### config.mk
export PLATFORM = sky130hd
export DESIGN_NAME = if_prefetch_queue
export DESIGN_NICKNAME = d
export VERILOG_FILES = /design/src/rtl/if_prefetch_queue_pkg.sv /design/src/rtl/if_prefetch_queue_sync_fifo.sv /design/src/rtl/if_prefetch_queue.sv
export SDC_FILE = /design/constraint.sdc
export NUM_CORES = 1
export LEC_CHECK = 0
export CAP_MARGIN = 40
export CORE_MARGIN = 2
export CORE_UTILIZATION = 30
export DETAILED_ROUTE_END_ITERATION = 10
export PLACE_DENSITY = 0.45
export REMOVE_ABC_BUFFERS = 1
export SLEW_MARGIN = 20
export SYNTH_ARGS = -nofsm -noshare
export SYNTH_HDL_FRONTEND = slang
export SYNTH_SLANG_ARGS = --single-unit
### constraint.sdc
create_clock -name clk -period 13.4 [get_ports clk]
set_clock_uncertainty 0.1 [all_clocks]
set_input_delay 2.01 -clock clk [delete_from_list [all_inputs] [get_ports clk]]
set_output_delay 2.01 -clock clk [all_outputs]
set_load 0.03 [all_outputs]
### src/rtl/if_prefetch_queue_pkg.sv
// Shared constants and the fetch-buffer entry layout for the instruction
// prefetch queue.
package if_prefetch_queue_pkg;

    localparam logic [31:0] IF_RESET_PC = 32'h1c00_0000;
    localparam logic [1:0]  SIZE_WORD   = 2'b10;
    localparam logic [5:0]  ECODE_ADE   = 6'h08;

    typedef struct packed {
        logic [31:0] pc;
        logic [31:0] inst;
        logic        adef;
    } if_entry_t;

    localparam int IF_ENTRY_W = $bits(if_entry_t);

endpackage

### src/rtl/if_prefetch_queue_sync_fifo.sv
// Synchronous FIFO with occupancy count and a synchronous clear that
// takes priority over push and pop.
module if_prefetch_queue_sync_fifo #(
    parameter int WIDTH = 32,
    parameter int DEPTH = 2
) (
    input  logic                       clk,
    input  logic                       resetn,
    input  logic                       clear,
    input  logic                       push,
    input  logic [WIDTH-1:0]           push_data,
    input  logic                       pop,
    output logic [WIDTH-1:0]           head,
    output logic [$clog2(DEPTH+1)-1:0] count
);

    localparam int PTR_W = (DEPTH > 1) ? $clog2(DEPTH) : 1;
    localparam int CNT_W = $clog2(DEPTH + 1);

    logic [WIDTH-1:0] mem [DEPTH];
    logic [PTR_W-1:0] wr_ptr;
    logic [PTR_W-1:0] rd_ptr;

    function automatic logic [PTR_W-1:0] ptr_inc(input logic [PTR_W-1:0] p);
        return (p == PTR_W'(DEPTH - 1)) ? '0 : p + PTR_W'(1);
    endfunction

    always_ff @(posedge clk) begin
        if (!resetn || clear) begin
            wr_ptr <= '0;
            rd_ptr <= '0;
            count  <= '0;
        end else begin
            if (push) wr_ptr <= ptr_inc(wr_ptr);
            if (pop)  rd_ptr <= ptr_inc(rd_ptr);
            case ({push, pop})
                2'b10:   count <= count + CNT_W'(1);
                2'b01:   count <= count - CNT_W'(1);
                default: count <= count;
            endcase
        end
    end

    always_ff @(posedge clk) begin
        if (resetn && !clear && push) mem[wr_ptr] <= push_data;
    end

    assign head = mem[rd_ptr];

    // Writing a full FIFO without a simultaneous pop, or popping an empty one,
    // means the upstream flow control is broken.
    a_no_overflow: assert property (@(posedge clk) disable iff (!resetn)
        !(!clear && push && !pop && count == CNT_W'(DEPTH)));
    a_no_underflow: assert property (@(posedge clk) disable iff (!resetn)
        !(!clear && pop && count == '0));

endmodule

### src/rtl/if_prefetch_queue.sv
// Instruction fetch stage: pipelined requests on the SRAM-like port, a PC FIFO
// tracking outstanding requests, and a fetch buffer feeding ID.
module if_prefetch_queue
    import if_prefetch_queue_pkg::*;
#(
    parameter int          MAX_OUTSTANDING = 2,
    parameter int          BUF_DEPTH       = 4,
    parameter logic [31:0] RESET_PC        = IF_RESET_PC
) (
    input  logic        clk,
    input  logic        resetn,
    input  logic        flush,
    input  logic [31:0] flush_target,
    input  logic        br_taken,
    input  logic [31:0] br_target,
    output logic        inst_sram_req,
    output logic        inst_sram_wr,
    output logic [1:0]  inst_sram_size,
    output logic [31:0] inst_sram_addr,
    output logic [3:0]  inst_sram_wstrb,
    output logic [31:0] inst_sram_wdata,
    input  logic        inst_sram_addr_ok,
    input  logic        inst_sram_data_ok,
    input  logic [31:0] inst_sram_rdata,
    input  logic        id_allowin,
    output logic        if_to_id_valid,
    output logic [31:0] if_to_id_inst,
    output logic [31:0] if_to_id_pc,
    output logic        if_to_id_adef
);

    localparam int OUT_W = $clog2(MAX_OUTSTANDING + 1);
    localparam int BUF_W = $clog2(BUF_DEPTH + 1);

    logic [31:0]      fetch_pc;
    logic [OUT_W-1:0] out_cnt;
    logic [OUT_W-1:0] disc_cnt;
    logic [OUT_W-1:0] pc_cnt;
    logic [BUF_W-1:0] buf_cnt;
    logic             halted;

    logic             redirect;
    logic [31:0]      target;
    logic             aligned;
    logic [31:0]      live_sum;
    logic             credit_ok;
    logic             fire;
    logic             resp_live;
    logic             adef_push;
    logic             buf_push;
    logic             buf_pop;
    logic [31:0]      resp_pc;
    if_entry_t        buf_in;
    if_entry_t        buf_head;

    assign redirect = flush | br_taken;
    assign target   = flush ? flush_target : br_target;
    assign aligned  = (fetch_pc[1:0] == 2'b00);

    // Live (non-discarded) in-flight responses plus buffered entries must fit
    // in the buffer, so a live data_ok always finds a free slot.
    assign live_sum  = 32'(out_cnt) - 32'(disc_cnt) + 32'(buf_cnt);
    assign credit_ok = (live_sum < 32'(BUF_DEPTH));

    assign inst_sram_req = resetn & ~redirect & ~halted & aligned & credit_ok
                         & (32'(out_cnt) < 32'(MAX_OUTSTANDING));
    assign fire      = inst_sram_req & inst_sram_addr_ok;
    assign resp_live = inst_sram_data_ok & (disc_cnt == '0) & ~redirect;
    assign adef_push = resetn & ~redirect & ~halted & ~aligned & credit_ok;
    assign buf_push  = resp_live | adef_push;
    assign buf_pop   = if_to_id_valid & id_allowin & ~redirect;

    always_comb begin
        buf_in = '{pc: fetch_pc, inst: 32'h0, adef: 1'b1};
        if (resp_live) buf_in = '{pc: resp_pc, inst: inst_sram_rdata, adef: 1'b0};
    end

    always_ff @(posedge clk) begin
        if (!resetn) begin
            fetch_pc <= RESET_PC;
            out_cnt  <= '0;
            disc_cnt <= '0;
            halted   <= 1'b0;
        end else begin
            if (redirect)  fetch_pc <= target;
            else if (fire) fetch_pc <= fetch_pc + 32'd4;

            case ({fire, inst_sram_data_ok})
                2'b10:   out_cnt <= out_cnt + OUT_W'(1);
                2'b01:   out_cnt <= out_cnt - OUT_W'(1);
                default: out_cnt <= out_cnt;
            endcase

            // A response landing in the redirect cycle is already gone, so it
            // is not counted among the ones left to discard.
            if (redirect)
                disc_cnt <= out_cnt - OUT_W'(inst_sram_data_ok);
            else if (inst_sram_data_ok && disc_cnt != '0)
                disc_cnt <= disc_cnt - OUT_W'(1);

            if (redirect)       halted <= 1'b0;
            else if (adef_push) halted <= 1'b1;
        end
    end

    if_prefetch_queue_sync_fifo #(
        .WIDTH (32),
        .DEPTH (MAX_OUTSTANDING)
    ) u_pc_fifo (
        .clk       (clk),
        .resetn    (resetn),
        .clear     (1'b0),
        .push      (fire),
        .push_data (fetch_pc),
        .pop       (inst_sram_data_ok),
        .head      (resp_pc),
        .count     (pc_cnt)
    );

    if_prefetch_queue_sync_fifo #(
        .WIDTH (IF_ENTRY_W),
        .DEPTH (BUF_DEPTH)
    ) u_fetch_buf (
        .clk       (clk),
        .resetn    (resetn),
        .clear     (redirect),
        .push      (buf_push),
        .push_data (buf_in),
        .pop       (buf_pop),
        .head      (buf_head),
        .count     (buf_cnt)
    );

    a_pc_fifo_tracks_out: assert property (@(posedge clk) disable iff (!resetn)
        pc_cnt == out_cnt);
    a_disc_le_out: assert property (@(posedge clk) disable iff (!resetn)
        disc_cnt <= out_cnt);

    assign inst_sram_wr    = 1'b0;
    assign inst_sram_size  = SIZE_WORD;
    assign inst_sram_addr  = resetn ? fetch_pc : 32'h0;
    assign inst_sram_wstrb = 4'h0;
    assign inst_sram_wdata = 32'h0;

    assign if_to_id_valid = (buf_cnt != '0);
    assign if_to_id_pc    = if_to_id_valid ? buf_head.pc   : 32'h0;
    assign if_to_id_inst  = if_to_id_valid ? buf_head.inst : 32'h0;
    assign if_to_id_adef  = if_to_id_valid & buf_head.adef;

endmodule
==> results.yml <==
status:
  status: "complete, no violations"
floorplan:
  die_h_um: 237
  row_count: 85
  dieArea_um2: 56100
  ioPinCount: 241
  start_util: 0.303
  core_um2: 53700
  die_w_um: 237
pwr:
  sequentialPowerShare: 0.491
  switchingPower_mw: 0.592
  clock_power_share: 0.437
  ir_drop_mv: 0.0743
  power_mw: 2.65
  leakage_nw: 6.69
  power.internal_mw: 2.06
  switching_share: 0.223
  power_frac_comb: 0.072
  power_density_nw_per_um2: 130
logic_synthesis:
  syn_area_per_cell_um2: 14.9
  synth_seq_cells: 373
  yosys_warnings: 0
  netlist_instances: 1095
  synthDistinctLibCells: 62
  async_flop_share: 0
  synth-main-ff-cell: "edfxtp_1"
  synth_edf_count: 324
  yosysSeqAreaShare: 0.658
  synth_area_um2: 16300
global_route:
  grt_usage: 0.151
  antenna_found_initial: 1
  grt_max_degree: 61
  grt_pass1_wl_um: 63300
  grt_overflow_total: 0
  grt_pass1_vias: 9919
drt:
  route.detailed.wl_per_inst_um: 21.1
  first_pass_iters: 4
  routed_via_density: 4.68
  drtIter0Drc: 601
  vias: 9441
  routed_wl_um: 42600
  drc: 0
  ant_nets: 0
timing:
  fin_tns_setup_ns: 0
  slew_viol_final: 0
  fmax_mhz: 138
  setup_violations: 0
  finalHoldViolCount: 0
  fin_crit_ns: 7.25
  min_period_over_period: 0.541
  maxSlewHeadroom: 0.459
  worst_pin_slew_ns: 0.811
  rsz0062_at_grt: "no"
worst_setup_path:
  cp_data_required_time_ns: 11.29
  cp_max_fo: 52
  arrival_ns: 5.14
  reg2reg_to: "u_fetch_buf.mem[1][14]"
  rrSetupSlack_ns: 8.25
  reg2reg_depth: 11
  worstSetupPathType: "primary input to primary output"
  startpoint_type: "primary input"
  cp-end-kind: "primary output"
  r2r-start: "out_cnt[0]"
cells_and_area:
  layout.nets: 1411
  syn_to_final_growth_pct: 25.3
  insertedDiodeCount: 0
  layout_common_cells: "edfxtp_1 (324), clkdlybuf4s50_1 (198), and2_1 (125), mux4_2 (65), o21ai_0 (55)"
  final_common_cell: "edfxtp_1"
  drive_gt1_frac: 0.132
hold_path:
  holdCritPathClass: "flop to flop"
  whs_path_depth: 2
  hp-start: "u_fetch_buf.rd_ptr[1]"
clock_network:
  clock_path_buffers: 3
  post_cts_buffers: 0
  htree_levels: 2
  cts_buffers: 41
  clock_latency_ns: 0.56
  clockRootBuffer: "clkbuf_16"
  cts_resized: 0
  cts_tree: "built"
  cts.sinks: 373
  clkSlewWorstSetupHoldPaths_ns: 0.06
  postCtsHoldBufs: 0
placed_design:
  hpwl_um: 26800
  place_congestion: 0.725
  port_buffers: 201
run:
  drv_cap: 0
-- critical path, cell delays in order --
cell	delay, ns
buf_2	0.08
buf_4	0.44
or3b_1	0.70
a2111oi_4	0.47
nand3_4	0.34
nor4_1	0.33
clkdlybuf4s50_1	0.74
-- synthesized netlist by cell type (all sizes together), types with 14 or more instances --
library cell	n	area, um2
edfxtp	324	9730
and2	130	813
mux4	65	1460
clkbuf	57	214
o21ai	55	275
nand2	54	203
dfxtp	49	981
nor2	49	186
buf	48	335
mux2i	41	410
inv	23	86.3
nand3	22	123
xnor2	18	158
a21oi	16	80.1
ha	14	175
-- area by class of cell --
cell class                      count  area, um2
Clock inverter                     24        319
Inverter                           23       86.3
Multi-Input combinational cell    631       5090
Tap cell                          696        871
Timing Repair Buffer              222       2240
Clock buffer                       50       1060
Fill cell                        5098      33300
Sequential cell                   373      10700
-- metal layers --
layer | track usage | part of all wire | vias to the layer above
met3 | 0.0244 | 0.043 | 59
met5 | 0 | 0 | -
met4 | 0.0476 | 0.022 | 0
met2 | 0.250 | 0.48 | 233
li1 | - | - | 4438
met1 | 0.204 | 0.46 | 4711
-- per-stage QoR --
| stage | worst slack [ns] | area [um2] | hold WS, ns | std cells | util |
|---|---|---|---|---|---|
| floorplan | 6.76 | 15900 | 0.347 | 1027 | - |
| global placement | 6.20 | 18900 | 0.368 | 1940 | 0.352 |
| detailed placement | 6.14 | 19000 | 0.369 | 1944 | 0.353 |
| CTS | 6.12 | 20400 | 0.378 | 2018 | 0.379 |
| global route | 5.92 | 20400 | 0.419 | 2019 | 0.379 |
| finish | 6.15 | 20400 | 0.378 | 2019 | 0.379 |
-- kinds of logic (layout without fill, tap and decap cells) --
logic type      Yosys count  after routing  synth area share
compound gates          119            119            0.0471
buf+inv                 128            319            0.0391
xor+xnor                 23             23            0.0124
fa+ha+maj                16             16            0.0132
simple gates            327            327             0.113
mux                     107            107             0.116
flops                   373            373             0.658
other cells               2             39          0.000462
-- state kept, by name (all words and copies together), names as in the netlist, 2 cells and up, named ones only --
name                flops
disc_cnt                2
fetch_pc               32
out_cnt                 2
u_fetch_buf.count       3
u_fetch_buf.mem       260
u_fetch_buf.rd_ptr      2
u_fetch_buf.wr_ptr      2
u_pc_fifo.mem          64
-- power by group through the flow --
stage / Combinational, mW / Clock, mW / Sequential [mW]
after floorplan: 0.105 / 0 / 1.32
after global placement: 0.190 / 0 / 1.33
after detailed placement: 0.194 / 0 / 1.33
after CTS: 0.194 / 1.19 / 1.30
after global routing: 0.209 / 1.23 / 1.30
final: 0.191 / 1.16 / 1.30
-- how the worst max path moves through the flow --
stage,to,start,cells past startpoint
after floorplan,u_fetch_buf.mem[0][0],flush,6
after global placement,inst_sram_req,resetn,7
after detailed placement,inst_sram_req,resetn,7
after CTS,inst_sram_req,resetn,7
after global routing,inst_sram_req,resetn,7
final,inst_sram_req,resetn,7
Note: power is estimated with default switching activity, not from simulation.
